--- src/rtl/pcie4_msix_pkg.sv ---
// Shared types and constants for the MSI-X interrupt requester.
package pcie4_msix_pkg;

  typedef enum logic [1:0] {
    IDLE    = 2'd0,
    ISSUE   = 2'd1,
    WAIT    = 2'd2,
    BACKOFF = 2'd3
  } state_t;

  typedef struct packed {
    logic [63:0] addr;
    logic [31:0] data;
    logic        vmask;
  } tbl_entry_t;

  // Entries come out of reset masked so nothing fires before the host programs them.
  localparam tbl_entry_t TBL_RESET = '{addr: 64'd0, data: 32'd0, vmask: 1'b1};

  // Fields of the hard-block interface this requester never uses.
  localparam logic [1:0] VEC_PENDING_TIE = 2'b00;
  localparam logic [2:0] ATTR_TIE        = 3'b000;
  localparam logic       TPH_PRESENT_TIE = 1'b0;
  localparam logic [1:0] TPH_TYPE_TIE    = 2'b00;
  localparam logic [7:0] TPH_ST_TAG_TIE  = 8'h00;

endpackage

--- src/rtl/pcie4_msix_irq_requester_rr_arbiter.sv ---
// Round-robin arbiter: first set request at or after ptr, searching upward with wrap.
module msix_rr_arbiter #(
  parameter int N  = 8,
  parameter int IW = (N > 1) ? $clog2(N) : 1
) (
  input  logic [N-1:0]  req,
  input  logic [IW-1:0] ptr,
  output logic [N-1:0]  grant,
  output logic [IW-1:0] idx,
  output logic          valid
);

  // Rotating priority search starting at ptr.
  always_comb begin
    int j;
    grant = '0;
    idx   = '0;
    valid = 1'b0;
    j     = 0;
    for (int k = 0; k < N; k++) begin
      j = int'(ptr) + k;
      if (j >= N) j = j - N;
      if (!valid && req[j]) begin
        valid    = 1'b1;
        idx      = IW'(j);
        grant[j] = 1'b1;
      end
    end
  end

endmodule

--- src/rtl/pcie4_msix_irq_requester.sv ---
// MSI-X interrupt requester: turns per-vector user requests into single
// MSI-X transactions on the hard block, one at a time, with retry/backoff.
//
//   state   | meaning
//   --------+------------------------------------------------------------
//   IDLE    | no transaction; pick the next eligible pending vector
//   ISSUE   | one-cycle msix_int_vector pulse with held address/data
//   WAIT    | waiting for sent/fail; timeout counts as fail
//   BACKOFF | fixed pause after a fail before re-issuing the same vector
module pcie4_msix_irq_requester
  import pcie4_msix_pkg::*;
#(
  parameter int C_NUM_VECTORS     = 8,
  parameter int C_FUNCTION_NUMBER = 0,
  parameter int C_MAX_RETRY       = 3,
  parameter int C_BACKOFF_CYCLES  = 16,
  parameter int C_TIMEOUT_CYCLES  = 1024,
  localparam int IW = $clog2(C_NUM_VECTORS)
) (
  input  logic                     aclk,
  input  logic                     areset,
  input  logic [C_NUM_VECTORS-1:0] irq_req,
  input  logic                     tbl_wr_en,
  input  logic [IW-1:0]            tbl_wr_idx,
  input  logic [63:0]              tbl_wr_addr,
  input  logic [31:0]              tbl_wr_data,
  input  logic                     tbl_wr_vmask,
  input  logic [3:0]               msix_enable,
  input  logic [3:0]               msix_mask,
  output logic [63:0]              msix_address,
  output logic [31:0]              msix_data,
  output logic                     msix_int_vector,
  input  logic                     msix_sent,
  input  logic                     msix_fail,
  output logic [7:0]               msix_function_number,
  output logic [1:0]               msix_vec_pending,
  output logic [2:0]               msix_attr,
  output logic                     msix_tph_present,
  output logic [1:0]               msix_tph_type,
  output logic [7:0]               msix_tph_st_tag,
  output logic [C_NUM_VECTORS-1:0] pending,
  output logic                     err_drop,
  output logic [IW-1:0]            err_vec
);

  localparam int TMAX = (C_TIMEOUT_CYCLES > C_BACKOFF_CYCLES) ? C_TIMEOUT_CYCLES : C_BACKOFF_CYCLES;
  localparam int TW   = $clog2(TMAX + 1);
  localparam int RW   = $clog2(C_MAX_RETRY + 2);

  state_t                   state, state_n;
  tbl_entry_t               tbl [C_NUM_VECTORS];
  logic [C_NUM_VECTORS-1:0] irq_q, rise, vmask_v, elig, pending_n;
  logic [C_NUM_VECTORS-1:0] arb_grant, grant_oh;
  logic [IW-1:0]            arb_idx, grant_idx, ptr;
  logic                     arb_valid, fn_ok;
  logic [TW-1:0]            tmr, tmr_n;
  logic [RW-1:0]            retry, retry_n, retry_inc;
  logic                     take, clr, drop;
  logic                     cfg_unused;

  assign msix_function_number = 8'(C_FUNCTION_NUMBER);
  assign msix_vec_pending     = VEC_PENDING_TIE;
  assign msix_attr            = ATTR_TIE;
  assign msix_tph_present     = TPH_PRESENT_TIE;
  assign msix_tph_type        = TPH_TYPE_TIE;
  assign msix_tph_st_tag      = TPH_ST_TAG_TIE;
  assign msix_int_vector      = (state == ISSUE);
  assign cfg_unused           = ^{msix_enable, msix_mask};

  assign fn_ok     = msix_enable[C_FUNCTION_NUMBER] & ~msix_mask[C_FUNCTION_NUMBER];
  assign rise      = irq_req & ~irq_q;
  assign elig      = pending & ~vmask_v & {C_NUM_VECTORS{fn_ok}};
  assign retry_inc = retry + 1'b1;
  // A fresh edge on the completing vector re-arms it, so set beats clear.
  assign pending_n = (pending & ~(clr ? grant_oh : '0)) | rise;

  // Gather per-vector mask bits from the table.
  always_comb begin
    vmask_v = '0;
    for (int i = 0; i < C_NUM_VECTORS; i++) vmask_v[i] = tbl[i].vmask;
  end

  msix_rr_arbiter #(.N(C_NUM_VECTORS), .IW(IW)) u_arb (
    .req   (elig),
    .ptr   (ptr),
    .grant (arb_grant),
    .idx   (arb_idx),
    .valid (arb_valid)
  );

  // Vector table; written by the register block, visible the following cycle.
  always_ff @(posedge aclk or posedge areset) begin
    if (areset) begin
      for (int i = 0; i < C_NUM_VECTORS; i++) tbl[i] <= TBL_RESET;
    end else if (tbl_wr_en && (int'(tbl_wr_idx) < C_NUM_VECTORS)) begin
      tbl[tbl_wr_idx] <= '{addr: tbl_wr_addr, data: tbl_wr_data, vmask: tbl_wr_vmask};
    end
  end

  // Next-state, timer and retry decisions.
  always_comb begin
    state_n = state;
    tmr_n   = tmr;
    retry_n = retry;
    take    = 1'b0;
    clr     = 1'b0;
    drop    = 1'b0;
    case (state)
      IDLE: begin
        if (arb_valid) begin
          take    = 1'b1;
          retry_n = '0;
          state_n = ISSUE;
        end
      end
      ISSUE: begin
        // Timer hits zero in WAIT cycle C_TIMEOUT_CYCLES-1.
        tmr_n   = TW'(C_TIMEOUT_CYCLES - 2);
        state_n = WAIT;
      end
      WAIT: begin
        if (msix_sent) begin
          clr     = 1'b1;
          state_n = IDLE;
        end else if (msix_fail || (tmr == '0)) begin
          retry_n = retry_inc;
          if (retry_inc > RW'(C_MAX_RETRY)) begin
            clr     = 1'b1;
            drop    = 1'b1;
            state_n = IDLE;
          end else begin
            tmr_n   = TW'(C_BACKOFF_CYCLES - 1);
            state_n = BACKOFF;
          end
        end else begin
          tmr_n = tmr - 1'b1;
        end
      end
      BACKOFF: begin
        if (tmr == '0) state_n = (|(elig & grant_oh)) ? ISSUE : IDLE;
        else           tmr_n   = tmr - 1'b1;
      end
      default: state_n = IDLE;
    endcase
  end

  // State, pending bitmap, held transaction and error reporting.
  always_ff @(posedge aclk or posedge areset) begin
    if (areset) begin
      state        <= IDLE;
      tmr          <= '0;
      retry        <= '0;
      irq_q        <= '0;
      pending      <= '0;
      ptr          <= '0;
      grant_idx    <= '0;
      grant_oh     <= '0;
      msix_address <= '0;
      msix_data    <= '0;
      err_drop     <= 1'b0;
      err_vec      <= '0;
    end else begin
      state    <= state_n;
      tmr      <= tmr_n;
      retry    <= retry_n;
      irq_q    <= irq_req;
      pending  <= pending_n;
      err_drop <= drop;
      if (drop) err_vec <= grant_idx;
      if (take) begin
        grant_idx    <= arb_idx;
        grant_oh     <= arb_grant;
        msix_address <= tbl[arb_idx].addr;
        msix_data    <= tbl[arb_idx].data;
        ptr          <= (arb_idx == IW'(C_NUM_VECTORS - 1)) ? '0 : arb_idx + 1'b1;
      end
    end
  end

endmodule

--- config.mk ---
export PLATFORM = sky130hd
export DESIGN_NAME = pcie4_msix_irq_requester
export DESIGN_NICKNAME = d
export VERILOG_FILES = /design/src/rtl/pcie4_msix_pkg.sv /design/src/rtl/pcie4_msix_irq_requester_rr_arbiter.sv /design/src/rtl/pcie4_msix_irq_requester.sv
export SDC_FILE = /design/constraint.sdc
export NUM_CORES = 2
export LEC_CHECK = 0
export ABC_AREA = 1
export BUFFER_PORTS_ARGS = -buffer_cell sky130_fd_sc_hd__buf_2
export CAP_MARGIN = 40
export CORE_MARGIN = 2
export CORE_UTILIZATION = 45
export DETAILED_ROUTE_END_ITERATION = 12
export SYNTH_ARGS = -nofsm -noshare
export SYNTH_HDL_FRONTEND = slang
export SYNTH_HIERARCHICAL = 1
export SYNTH_SLANG_ARGS = --single-unit
--- constraint.sdc ---
create_clock -name aclk -period 72.4 [get_ports aclk]
set_input_delay 10.86 -clock aclk [delete_from_list [all_inputs] [get_ports aclk]]
set_output_delay 10.86 -clock aclk [all_outputs]
set_load 0.03 [all_outputs]
==> out/qor.txt <==
Max-slew headroom: 35.6%
Worst slew pin tran: 0.966 ns
Cts repair resizes: 0
Share of the synthesized area in the top cell type: 55.9%
Clock buffer depth: 3
Post-synthesis sequential area ratio: 56.4%
RSZ-0062 raised after global routing: no
Worst Reg2Reg Path Length in Cells: 18
Starting Density: 45.4%
Worst Path Buf+Inv: 5
H-Tree Depth: 3
CTS tree: built
Maxcap violations: 0
Post-Syn Instances: 4878
Crit path cell chain: buf_2 -> nor2_1 -> inv_1 -> nor3_1 -> nand2_1 -> nand3_1 -> nand3_1 -> nand2_2 -> nor2_8 -> nand2_1 -> nor2_1 -> nor2_1 -> nand3_1 -> nor2_1 -> nand3_4 -> inv_8 -> buf_4 -> buf_4 -> o21ai_0 -> o22ai_1 -> nand2_1 -> nand3_1
Worst min-delay path startpoint: irq_q[7]
Core area: 90100 um2
CTS clk-pin slew, worst paths: 0.06 ns
Die Y: 306 um
WP depth: 22
Crit path max-delay family: simple AND/OR/NAND/NOR gates
WL final: 113000 um
Startpoint types: primary input
Vias in the first global route: 32155
WL/cell: 18.3 um
Number of DRC markers in iteration 0: 2948
Worst-skew pair later-pin latency: 0.67 ns
Hold Crit Class: flip-flop to flip-flop
Detail Route Antenna Nets: 0
Setup violators final: 0
DRC: 0
DP HPWL: 62100 um
Crit path DAT: 16.37 ns
Final Critical Period: 15.77 ns
Fraction of layout cells with a size suffix above 1: 10.4%
Max incr delay on CP: 0.68 ns
Rows: 110
Synth Area in XOR/XNOR: 0.0856%
Routed vias: 33426
Largest fanout on the critical path: 123
WHS: 0.474 ns
Status: complete, no violations
Synth Area in Adders: 0.428%
Post-synthesis mux area share: 0%
Post-Synthesis Cell Area: 40900 um2
Main combinational cell family by area after synthesis: simple AND/OR/NAND/NOR gates
Hold Path Stages: 3
Die ar.: 93400 um2
Slew Viols, Final: 0
Cell variety after synth: 40
Post-CTS Repair Setup Buffers: 0
Synth area leader: dfrtp_1
Total track usage: 24.3%
I/O pin count: 254
Worst r2r src: ptr[0]
Clock sink total: 922
Slowest-stage cell, CP: buf_4
Post-CTS Hold Buffers: 0
Initial antenna violation count: 6
Number of synthesis warnings: 6
Simple-gate area share of the yosys netlist: 19.5%
CTS Buf Count: 102
Largest net degree at the start of global routing: 202
Setup tns final: 0 ns
Fill cell count: 8608
Fin. Hold Viols: 0
Fin crit share: 21.8%
Vias per inst: 5.40
Worst Path Required: 73.00 ns
Crit. Startpoint: msix_mask[0]
Compound-cell area share of the yosys netlist: 17.6%
GP Congestion: 0.888
IO buf count: 223
Post-synthesis register bit count: 922
Grt total ovfl: 0
Endpoint class of the critical path: flip-flop
Syn Area/Cell: 8.39 um2
Die W: 306 um
Clock skew: 0.0228 ns
Detailed Routing Iterations Pass 1: 5
Crit Path Class: primary input to flip-flop
Syn-to-layout area delta: 13.6%
CTS root buf: clkbuf_16
First-pass GRT wire length: 183000 um
Largest cells by area after synthesis: dfrtp_1 (56%), o21ai_0 (13%), nand2_1 (11%)
Max Fclk: 0.0634 GHz
Final nets: 5056
cell usage after synthesis (all sizes together):
library cell and instances:
dfrtp 914, xor2 1, clkinv 2, nand2 1196, or2 2, buf 164, a21boi 1, xnor2 3
nand4 23, a21oi 101, o21bai 2, o31ai 1, ha 14, o22ai 192, nand3 173, clkbuf 207
a22o 1, nor3 40, nor2 564, nand3b 1, conb 1, inv 180, a31oi 1, dfstp 8
o21ai 1086
worst reg2reg max path, stage by stage, from the launching register on:
cell     delay [ns]
dfrtp_1        0.32
buf_4          0.32
inv_4          0.21
ha_1           0.58
inv_1          0.51
nand3_1        0.23
nand2_1        0.13
nor2_1         0.06
a31oi_2        0.58
nor3_1         0.12
nor2_1         0.23
nand3_4        0.41
inv_8          0.68
buf_4          0.55
buf_4          0.68
o21ai_0        0.24
o22ai_1        0.19
nand2_1        0.08
nand3_1        0.10
final cells by class:
class | instances | area [um2] | area share (%)
diodes | 2 | 5.00 | 0.0108
clock buffers | 157 | 3130 | 6.73
repair buffers | 287 | 2080 | 4.48
flip-flops and latches | 922 | 23100 | 49.6
multi-input cells | 3426 | 15600 | 33.5
inverters | 182 | 711 | 1.53
clock inverters | 34 | 459 | 0.987
well taps | 1176 | 1470 | 3.16
worst paths after layout:
kind | to | slack, ns
max | msix_address[23] | 56.63
min | pending[7] | 0.47
max reg2reg | msix_address[23] | 66.15
min reg2reg | pending[7] | 0.47
max in group asynchronous | tbl[442] | 59.20
min in group asynchronous | irq_q[7] | 10.34
layout by cell type, fill, tap and decap left out, drive strengths merged:
cell type / count
nand3: 173
o31ai: 1
dfrtp: 914
o21ai: 1086
o22ai: 192
xor2: 1
a21oi: 101
or2: 2
ha: 14
diode: 2
buf: 287
clkinvlp: 2
nand3b: 1
bufinv: 10
a31oi: 1
nand2: 1196
conb: 24
clkinv: 21
nand4: 23
xnor2: 3
dfstp: 8
o21bai: 2
clkbuf: 157
nor3: 40
a22o: 1
a21boi: 1
nor2: 564
inv: 183
kinds of logic after synthesis:
group                      count (synthesis)
adders and majority gates                 14
buffers and inverters                    553
DFF                                      922
xor gates and xnor gates                   4
other                                      1
AOI/OAI and AO/OA                       1385
and+or+nand+nor                         1999
state kept, by name (all words and copies together) (netlist names), 8 cells and up:
name and cells:
tmr 11, msix_address 64, pending 8, tbl 776, msix_data 32, irq_q 8
grant_oh 8
metrics by stage:
step / worst slack (ns) / utilization [%] / instance area (um2) / instances
6_report: 56.63 / 51.6 / 46500 / 6186
5_1_grt: 55.99 / 51.6 / 46500 / 6185
4_1_cts: 56.64 / 51.6 / 46500 / 6184
3_5_place_dp: 55.97 / 47.6 / 42900 / 5993
3_3_place_gp: 55.45 / 46.9 / 42300 / 5971
2_1_floorplan: 35.63 / - / 41000 / 4901
layer usage:
metal	part of all wire, %	vias to the layer above	track usage, %	routed length, um
met4	2.5	4	6.93	2780
met1	47	16179	34.5	52800
met3	5.1	176	3.49	5840
met5	0.026	-	0	29
met2	46	852	39.0	52000
li1	-	16215	-	-
Power is left out: the tool's default activity adds up to more than one toggle a clock period on the data nets, which glitch-free logic cannot reach.
